===== src/rtl/pipe_hazard_ctrl_if.sv =====
// Hazard controller bundle: datapath hazard sources in,
// per-latch enables/flushes, PC select and counters out.
interface pipe_hazard_ctrl_if #(
  parameter int CNT_W = 32
);
  logic [4:0]       rs1_ID;
  logic [4:0]       rs2_ID;
  logic             rs1_used_ID;
  logic             rs2_used_ID;
  logic [4:0]       rd_EX;
  logic             MemRead_EX;
  logic             branch_taken_EX;
  logic [3:0]       exp_vector_MEM;
  logic             mem_req_MEM;
  logic             mem_ack;
  logic             EN_PC;
  logic             EN_IFID;
  logic             EN_IDEX;
  logic             EN_EXMEM;
  logic             EN_MEMWB;
  logic             flush_IFID;
  logic             flush_IDEX;
  logic             flush_EXMEM;
  logic             flush_MEMWB;
  logic [1:0]       pc_sel;
  logic             trap_taken;
  logic             bus_err;
  logic [CNT_W-1:0] stall_cycles;
  logic [CNT_W-1:0] flush_events;

  modport master (
    output rs1_ID, rs2_ID, rs1_used_ID, rs2_used_ID,
    output rd_EX, MemRead_EX, branch_taken_EX,
    output exp_vector_MEM, mem_req_MEM, mem_ack,
    input  EN_PC, EN_IFID, EN_IDEX, EN_EXMEM, EN_MEMWB,
    input  flush_IFID, flush_IDEX, flush_EXMEM, flush_MEMWB,
    input  pc_sel, trap_taken, bus_err,
    input  stall_cycles, flush_events
  );

  modport slave (
    input  rs1_ID, rs2_ID, rs1_used_ID, rs2_used_ID,
    input  rd_EX, MemRead_EX, branch_taken_EX,
    input  exp_vector_MEM, mem_req_MEM, mem_ack,
    output EN_PC, EN_IFID, EN_IDEX, EN_EXMEM, EN_MEMWB,
    output flush_IFID, flush_IDEX, flush_EXMEM, flush_MEMWB,
    output pc_sel, trap_taken, bus_err,
    output stall_cycles, flush_events
  );
endinterface


===== src/rtl/pipe_hazard_ctrl.sv =====
// 5-stage pipeline hazard sequencer: stall, squash, mem freeze, trap.
// Optional perf counters built when HAZ_PERF_CNT_EN is defined.
module pipe_hazard_ctrl #(
  parameter int MEM_TIMEOUT = 16,
  parameter int TRAP_LAT    = 2,
  parameter int CNT_W       = 32
) (
  input  logic                clk,
  input  logic                rst,
  pipe_hazard_ctrl_if.slave   hz
);

  typedef enum logic [1:0] {
    RUN,
    MEM_WAIT,
    TRAP
  } state_t;

  localparam logic [7:0] W_LAST = 8'(MEM_TIMEOUT - 1);
  localparam logic [3:0] T_INIT = 4'(TRAP_LAT - 1);

  state_t     state;
  logic [7:0] wcnt;
  logic [3:0] tcnt;

  logic run, mw, exc, tmo, frz, dec, br, luh, lu;
  logic mstall;
  logic [4:0] en;
  logic [3:0] fl;
  logic [1:0] psel;
  logic trap, berr;

  always_comb begin
    lu = hz.MemRead_EX && (hz.rd_EX != 5'd0) &&
         ((hz.rs1_used_ID && hz.rs1_ID == hz.rd_EX) ||
          (hz.rs2_used_ID && hz.rs2_ID == hz.rd_EX));
    run    = (state == RUN);
    mw     = (state == MEM_WAIT);
    mstall = hz.mem_req_MEM && !hz.mem_ack;
    exc    = run && (hz.exp_vector_MEM != 4'd0);
    tmo    = mw && !hz.mem_ack && (wcnt == W_LAST);
    frz    = (run && !exc && mstall) ||
             (mw && !hz.mem_ack && !tmo);
    // ack cycle of a wait resolves like a normal RUN cycle
    dec    = (run && !exc && !mstall) || (mw && hz.mem_ack);
    br     = dec && hz.branch_taken_EX;
    luh    = dec && !hz.branch_taken_EX && lu;
  end

  always_comb begin
    en   = 5'b11111;
    fl   = 4'b0000;
    psel = 2'd0;
    trap = 1'b0;
    berr = 1'b0;
    unique case (1'b1)
      (state == TRAP): begin
        en[4] = 1'b0;
        fl[3] = 1'b1;
      end
      (exc || tmo): begin
        fl   = 4'b1111;
        psel = 2'd2;
        trap = 1'b1;
        berr = tmo;
      end
      frz: begin
        en = 5'b00001;
        fl = 4'b0001;
      end
      br: begin
        fl   = 4'b1100;
        psel = 2'd1;
      end
      luh: begin
        en[4] = 1'b0;
        en[3] = 1'b0;
        fl[2] = 1'b1;
      end
      default: ;
    endcase
  end

  assign hz.EN_PC       = en[4];
  assign hz.EN_IFID     = en[3];
  assign hz.EN_IDEX     = en[2];
  assign hz.EN_EXMEM    = en[1];
  assign hz.EN_MEMWB    = en[0];
  assign hz.flush_IFID  = fl[3];
  assign hz.flush_IDEX  = fl[2];
  assign hz.flush_EXMEM = fl[1];
  assign hz.flush_MEMWB = fl[0];
  assign hz.pc_sel      = psel;
  assign hz.trap_taken  = trap;
  assign hz.bus_err     = berr;

  always_ff @(posedge clk or negedge rst) begin
    if (!rst) begin
      state <= RUN;
      wcnt  <= 8'd0;
      tcnt  <= 4'd0;
    end else begin
      unique case (state)
        RUN: begin
          if (exc) begin
            state <= TRAP;
            tcnt  <= T_INIT;
          end else if (mstall) begin
            state <= MEM_WAIT;
            wcnt  <= 8'd1;
          end
        end
        MEM_WAIT: begin
          if (hz.mem_ack) begin
            state <= RUN;
            wcnt  <= 8'd0;
          end else if (tmo) begin
            state <= TRAP;
            wcnt  <= 8'd0;
            tcnt  <= T_INIT;
          end else if (wcnt != W_LAST) begin
            wcnt <= wcnt + 8'd1;
          end
        end
        TRAP: begin
          if (tcnt == 4'd0) state <= RUN;
          else tcnt <= tcnt - 4'd1;
        end
        default: state <= RUN;
      endcase
    end
  end

`ifdef HAZ_PERF_CNT_EN
  logic [CNT_W-1:0] stall_q;
  logic [CNT_W-1:0] flush_q;

  always_ff @(posedge clk or negedge rst) begin
    if (!rst) begin
      stall_q <= '0;
      flush_q <= '0;
    end else begin
      if (!en[4]) stall_q <= stall_q + CNT_W'(1);
      if (psel == 2'd1 || trap)
        flush_q <= flush_q + CNT_W'(1);
    end
  end

  assign hz.stall_cycles = stall_q;
  assign hz.flush_events = flush_q;
`else
  assign hz.stall_cycles = {CNT_W{1'b0}};
  assign hz.flush_events = {CNT_W{1'b0}};
`endif

endmodule


===== src/flat_wrapper.sv =====
// flat-port wrapper written by rule: the top's interface ports become plain ports
module pipe_hazard_ctrl_flat 
#(
  parameter int MEM_TIMEOUT = 16,
  parameter int TRAP_LAT    = 2,
  parameter int CNT_W       = 32
)
  (clk, rst, hz_rs1_ID, hz_rs2_ID, hz_rs1_used_ID, hz_rs2_used_ID, hz_rd_EX, hz_MemRead_EX, hz_branch_taken_EX, hz_exp_vector_MEM, hz_mem_req_MEM, hz_mem_ack, hz_EN_PC, hz_EN_IFID, hz_EN_IDEX, hz_EN_EXMEM, hz_EN_MEMWB, hz_flush_IFID, hz_flush_IDEX, hz_flush_EXMEM, hz_flush_MEMWB, hz_pc_sel, hz_trap_taken, hz_bus_err, hz_stall_cycles, hz_flush_events);
  pipe_hazard_ctrl_if #(.CNT_W(CNT_W)) hz_i ();
  input  logic clk;
  input  logic rst;
  input wire logic [$bits(hz_i.rs1_ID)-1:0] hz_rs1_ID;
  input wire logic [$bits(hz_i.rs2_ID)-1:0] hz_rs2_ID;
  input wire logic [$bits(hz_i.rs1_used_ID)-1:0] hz_rs1_used_ID;
  input wire logic [$bits(hz_i.rs2_used_ID)-1:0] hz_rs2_used_ID;
  input wire logic [$bits(hz_i.rd_EX)-1:0] hz_rd_EX;
  input wire logic [$bits(hz_i.MemRead_EX)-1:0] hz_MemRead_EX;
  input wire logic [$bits(hz_i.branch_taken_EX)-1:0] hz_branch_taken_EX;
  input wire logic [$bits(hz_i.exp_vector_MEM)-1:0] hz_exp_vector_MEM;
  input wire logic [$bits(hz_i.mem_req_MEM)-1:0] hz_mem_req_MEM;
  input wire logic [$bits(hz_i.mem_ack)-1:0] hz_mem_ack;
  output wire logic [$bits(hz_i.EN_PC)-1:0] hz_EN_PC;
  output wire logic [$bits(hz_i.EN_IFID)-1:0] hz_EN_IFID;
  output wire logic [$bits(hz_i.EN_IDEX)-1:0] hz_EN_IDEX;
  output wire logic [$bits(hz_i.EN_EXMEM)-1:0] hz_EN_EXMEM;
  output wire logic [$bits(hz_i.EN_MEMWB)-1:0] hz_EN_MEMWB;
  output wire logic [$bits(hz_i.flush_IFID)-1:0] hz_flush_IFID;
  output wire logic [$bits(hz_i.flush_IDEX)-1:0] hz_flush_IDEX;
  output wire logic [$bits(hz_i.flush_EXMEM)-1:0] hz_flush_EXMEM;
  output wire logic [$bits(hz_i.flush_MEMWB)-1:0] hz_flush_MEMWB;
  output wire logic [$bits(hz_i.pc_sel)-1:0] hz_pc_sel;
  output wire logic [$bits(hz_i.trap_taken)-1:0] hz_trap_taken;
  output wire logic [$bits(hz_i.bus_err)-1:0] hz_bus_err;
  output wire logic [$bits(hz_i.stall_cycles)-1:0] hz_stall_cycles;
  output wire logic [$bits(hz_i.flush_events)-1:0] hz_flush_events;
  assign hz_i.rs1_ID = hz_rs1_ID;
  assign hz_i.rs2_ID = hz_rs2_ID;
  assign hz_i.rs1_used_ID = hz_rs1_used_ID;
  assign hz_i.rs2_used_ID = hz_rs2_used_ID;
  assign hz_i.rd_EX = hz_rd_EX;
  assign hz_i.MemRead_EX = hz_MemRead_EX;
  assign hz_i.branch_taken_EX = hz_branch_taken_EX;
  assign hz_i.exp_vector_MEM = hz_exp_vector_MEM;
  assign hz_i.mem_req_MEM = hz_mem_req_MEM;
  assign hz_i.mem_ack = hz_mem_ack;
  assign hz_EN_PC = hz_i.EN_PC;
  assign hz_EN_IFID = hz_i.EN_IFID;
  assign hz_EN_IDEX = hz_i.EN_IDEX;
  assign hz_EN_EXMEM = hz_i.EN_EXMEM;
  assign hz_EN_MEMWB = hz_i.EN_MEMWB;
  assign hz_flush_IFID = hz_i.flush_IFID;
  assign hz_flush_IDEX = hz_i.flush_IDEX;
  assign hz_flush_EXMEM = hz_i.flush_EXMEM;
  assign hz_flush_MEMWB = hz_i.flush_MEMWB;
  assign hz_pc_sel = hz_i.pc_sel;
  assign hz_trap_taken = hz_i.trap_taken;
  assign hz_bus_err = hz_i.bus_err;
  assign hz_stall_cycles = hz_i.stall_cycles;
  assign hz_flush_events = hz_i.flush_events;
  pipe_hazard_ctrl #(.MEM_TIMEOUT(MEM_TIMEOUT), .TRAP_LAT(TRAP_LAT), .CNT_W(CNT_W)) u_core (.clk(clk), .rst(rst), .hz(hz_i));
endmodule

===== config.mk =====
export PLATFORM = sky130hd
export DESIGN_NAME = pipe_hazard_ctrl_flat
export DESIGN_NICKNAME = d
export VERILOG_FILES = /design/src/rtl/pipe_hazard_ctrl_if.sv /design/src/rtl/pipe_hazard_ctrl.sv /design/src/flat_wrapper.sv
export SDC_FILE = /design/constraint.sdc
export NUM_CORES = 1
export LEC_CHECK = 0
export CAP_MARGIN = 5
export CORE_ASPECT_RATIO = 0.8
export CORE_MARGIN = 8
export CORE_UTILIZATION = 28
export DETAILED_ROUTE_END_ITERATION = 8
export GPL_ROUTABILITY_DRIVEN = 0
export SLEW_MARGIN = 25
export SYNTH_ARGS = -nofsm -noshare
export SYNTH_HDL_FRONTEND = slang
export SYNTH_SLANG_ARGS = --single-unit

===== constraint.sdc =====
create_clock -name clk -period 11.2 [get_ports clk]
set_input_delay 3.36 -clock clk [delete_from_list [all_inputs] [get_ports clk]]
set_output_delay 3.36 -clock clk [all_outputs]
set_load 0.02 [all_outputs]

==> run metrics <==
status=complete, no violations; Crit path depth=8; Synthesis Warnings=0; critical path type=in2out; FF+latch count, synth=14; Worst Path Required=7.84 ns; clock skew=0.00647 ns; min Tclk post-route=9.32 ns; reg2reg setup slack=8.76 ns; first drt pass iteration count=4; Primary FF master, synth=dfrtp_1; Hold WC Path Type=reg2reg; Final setup viols=0; clock root cell=clkbuf_8; max-cap violations=0; Post-Layout Inst Area=1830 sq um; Critical Path End=hz_flush_IDEX; CTS sink count=14; Hold Fails Final Rpt=0; Worst setup EP type=primary output; Starting DRT DRC Count=52; post-cts sizing count=0; Setup Buffers After CTS=0; CTS tree=done; most frequent cell on the critical path=clkdlybuf4s50_1; max incr delay on CP=0.62 ns; Fillers=589; Die Area=8440 sq um; DRT antenna net count=0; placed cell areas=1780 sq um; relative slew slack=54.6%; Arr. time, crit path=5.96 ns; reg-to-reg endpoint=u_core.tcnt[2]; Avg Inst Size Synth=8.21 sq um; vias in the first global route=1165; Inserted Diodes=0; area share of the largest cell type after synthesis=31.3%; # DRC=0; Max VDD drop=0.0000373 V; Inserted Clock Buffers=3; pin slew with the least headroom to its limit=0.675 ns; Port Buffers=38; synthesized area=1610 sq um; RSZ-0062 raised after global routing=false; Boundary Pins=104; crit start category=input pin; GR Overflow Total=0; Vias=1208; Avg WL per Cell=11.9 um; pin count of the biggest net entering global routing=19; H-tree depth=1; WP buf/inv=3; Synth Instances=196; row cnt=24; layout cell share with drive strength beyond 1=4.35%; area of the multi-input gates=918 sq um; Post-DP HPWL=3110 um; period utilization=83.2%; GRT Overall Usage=8.22%; PD cells=143 nW/um^2; RR Startpoint=u_core.wcnt[0]; Post-layout nets=261; CP Launch Point=hz_exp_vector_MEM[1]; initial antenna violation count=0; Netlist cell types=38; critical path's slowest cell=nor4_1; CTS max path bufs=2; Initial Utilization=29.3%; asr flop ratio synth=100%; Die W=101 um; vias per cell=3.92; CP Cell Sequence=clkdlybuf4s50_1 -> nor4_1 -> a21oi_1 -> nand2_1 -> inv_1 -> or2_2 -> o31a_1 -> clkdlybuf4s50_1; leading area contributor after synthesis=buf_4; worst r2r path cells=6; hold-fix buffers at CTS=0; die height=83.8 um; Top Family by Delay on Critical Path=simple AND/OR/NAND/NOR gates; core area=5500 sq um; fmax=107 MHz; worst-path maximum fanout=7; Slew Viols, Final=0; first-pass GRT wire length=5750 um; area growth from synthesis to layout=13.8%; Leak=0.824 nW; Post-Route WL=3670 um; setup_tns=0 ns; Reg clk slew, reported paths=0.06 ns; Reg area=350 sq um; EDFF count, synth=0; top post-synthesis cells by area=buf_4, dfrtp_1, xnor2_1; Seq/Total Area, Yosys=21.8%; clk_lat worst skew=0.25 ns
==> worst min-delay path by stage <==
stage	start	slack, ns	endpoint	cells after the start
after global routing	u_core.tcnt[3]	0.58	u_core.tcnt[3]	2
after global placement	u_core.tcnt[3]	0.53	u_core.tcnt[3]	2
after CTS	u_core.tcnt[3]	0.56	u_core.tcnt[3]	2
final	u_core.wcnt[7]	0.56	u_core.wcnt[7]	2
after floorplan	u_core.tcnt[3]	0.50	u_core.tcnt[3]	2
after detailed placement	u_core.tcnt[3]	0.54	u_core.tcnt[3]	2
==> cell type report <==
type / instances / area share (%)
timing repair buffer: 38 / 20.8
tap: 78 / 5.33
multi-input combinational: 166 / 50.1
inverter: 8 / 1.64
clock buffer: 4 / 3.01
sequential: 14 / 19.1
==> registers in the layout, summed over array words and instances (netlist names) <==
register	count
u_core.wcnt	8
u_core.tcnt	4
u_core.state	2
==> cell usage after synthesis, types with 2 or more instances <==
library cell and count:
o41ai_1 2, a211o_1 2, xnor2_1 8, inv_1 8, or4_1 3, xor2_1 8
conb_1 2, o21ai_0 2, clkbuf_8 2, dfrtp_1 14, nor3b_1 2, nor2_1 8
nand2_1 12, nand3_1 5, a21oi_1 7, o211ai_1 5, nand4_1 5, o31a_1 3
buf_4 67, nor3_1 7, nor4_1 5, ha_1 3
==> layer usage <==
layer,GRT usage [%],vias to the layer above,part of all wire (%)
met3,3.50,4,10
li1,-,609,-
met5,0,-,0
met2,13.8,42,48
met4,1.64,0,0.57
met1,9.38,553,41
==> tightest hold or removal path, stage by stage, from the launching register on <==
cell	delay, ns
dfrtp_1	0.38
xnor2_1	0.08
nor2_1	0.07
==> stage by stage <==
step                      utilization, %  worst slack, ns  std cells  hold WS, ns  total power [mW]
final                               33.3             1.88        308        0.561             0.263
after global routing                33.3             1.70        308        0.581             0.283
after detailed placement            32.3             1.89        304        0.539             0.213
after floorplan                        -             2.92        259        0.504             0.191
after global placement              32.3             1.92        304        0.531             0.213
after CTS                           33.3             1.87        308        0.556             0.264
==> cells in the final DEF, fill, tap and decap left out, types with 2 or more instances in the layout <==
| cell type | n |
|---|---|
| xnor2_1 | 8 |
| xor2_1 | 8 |
| nand2_1 | 12 |
| ha_1 | 3 |
| nor3_1 | 7 |
| inv_1 | 8 |
| o41ai_1 | 2 |
| nor2_1 | 8 |
| o31a_1 | 3 |
| nor3b_1 | 2 |
| or4_1 | 3 |
| a211o_1 | 2 |
| clkdlybuf4s50_1 | 38 |
| o211ai_1 | 5 |
| nor4_1 | 5 |
| a21oi_1 | 7 |
| clkbuf_8 | 4 |
| conb_1 | 65 |
| o21ai_0 | 2 |
| nand3_1 | 5 |
| nand4_1 | 5 |
| dfrtp_1 | 14 |
==> where the power goes <==
group	internal [mW]	leakage [nW]	switching, mW
Sequential	0.0602	0.186	0.0153
Combinational	0.0563	0.609	0.0809
Clock	0.0312	0.0288	0.0187
==> cell families (layout without fill, tap and decap cells) <==
family	count (synthesis)	after routing	share of synthesized area [%]
fa+ha+maj	3	3	2.33
other cells	2	65	0.467
compound gates	25	25	11.0
buf+inv	79	50	35.8
simple gates	56	56	19.1
flops	14	14	21.8
mux	1	1	0.700
xor+xnor	16	16	8.71
(Power assumes the default switching activity.)
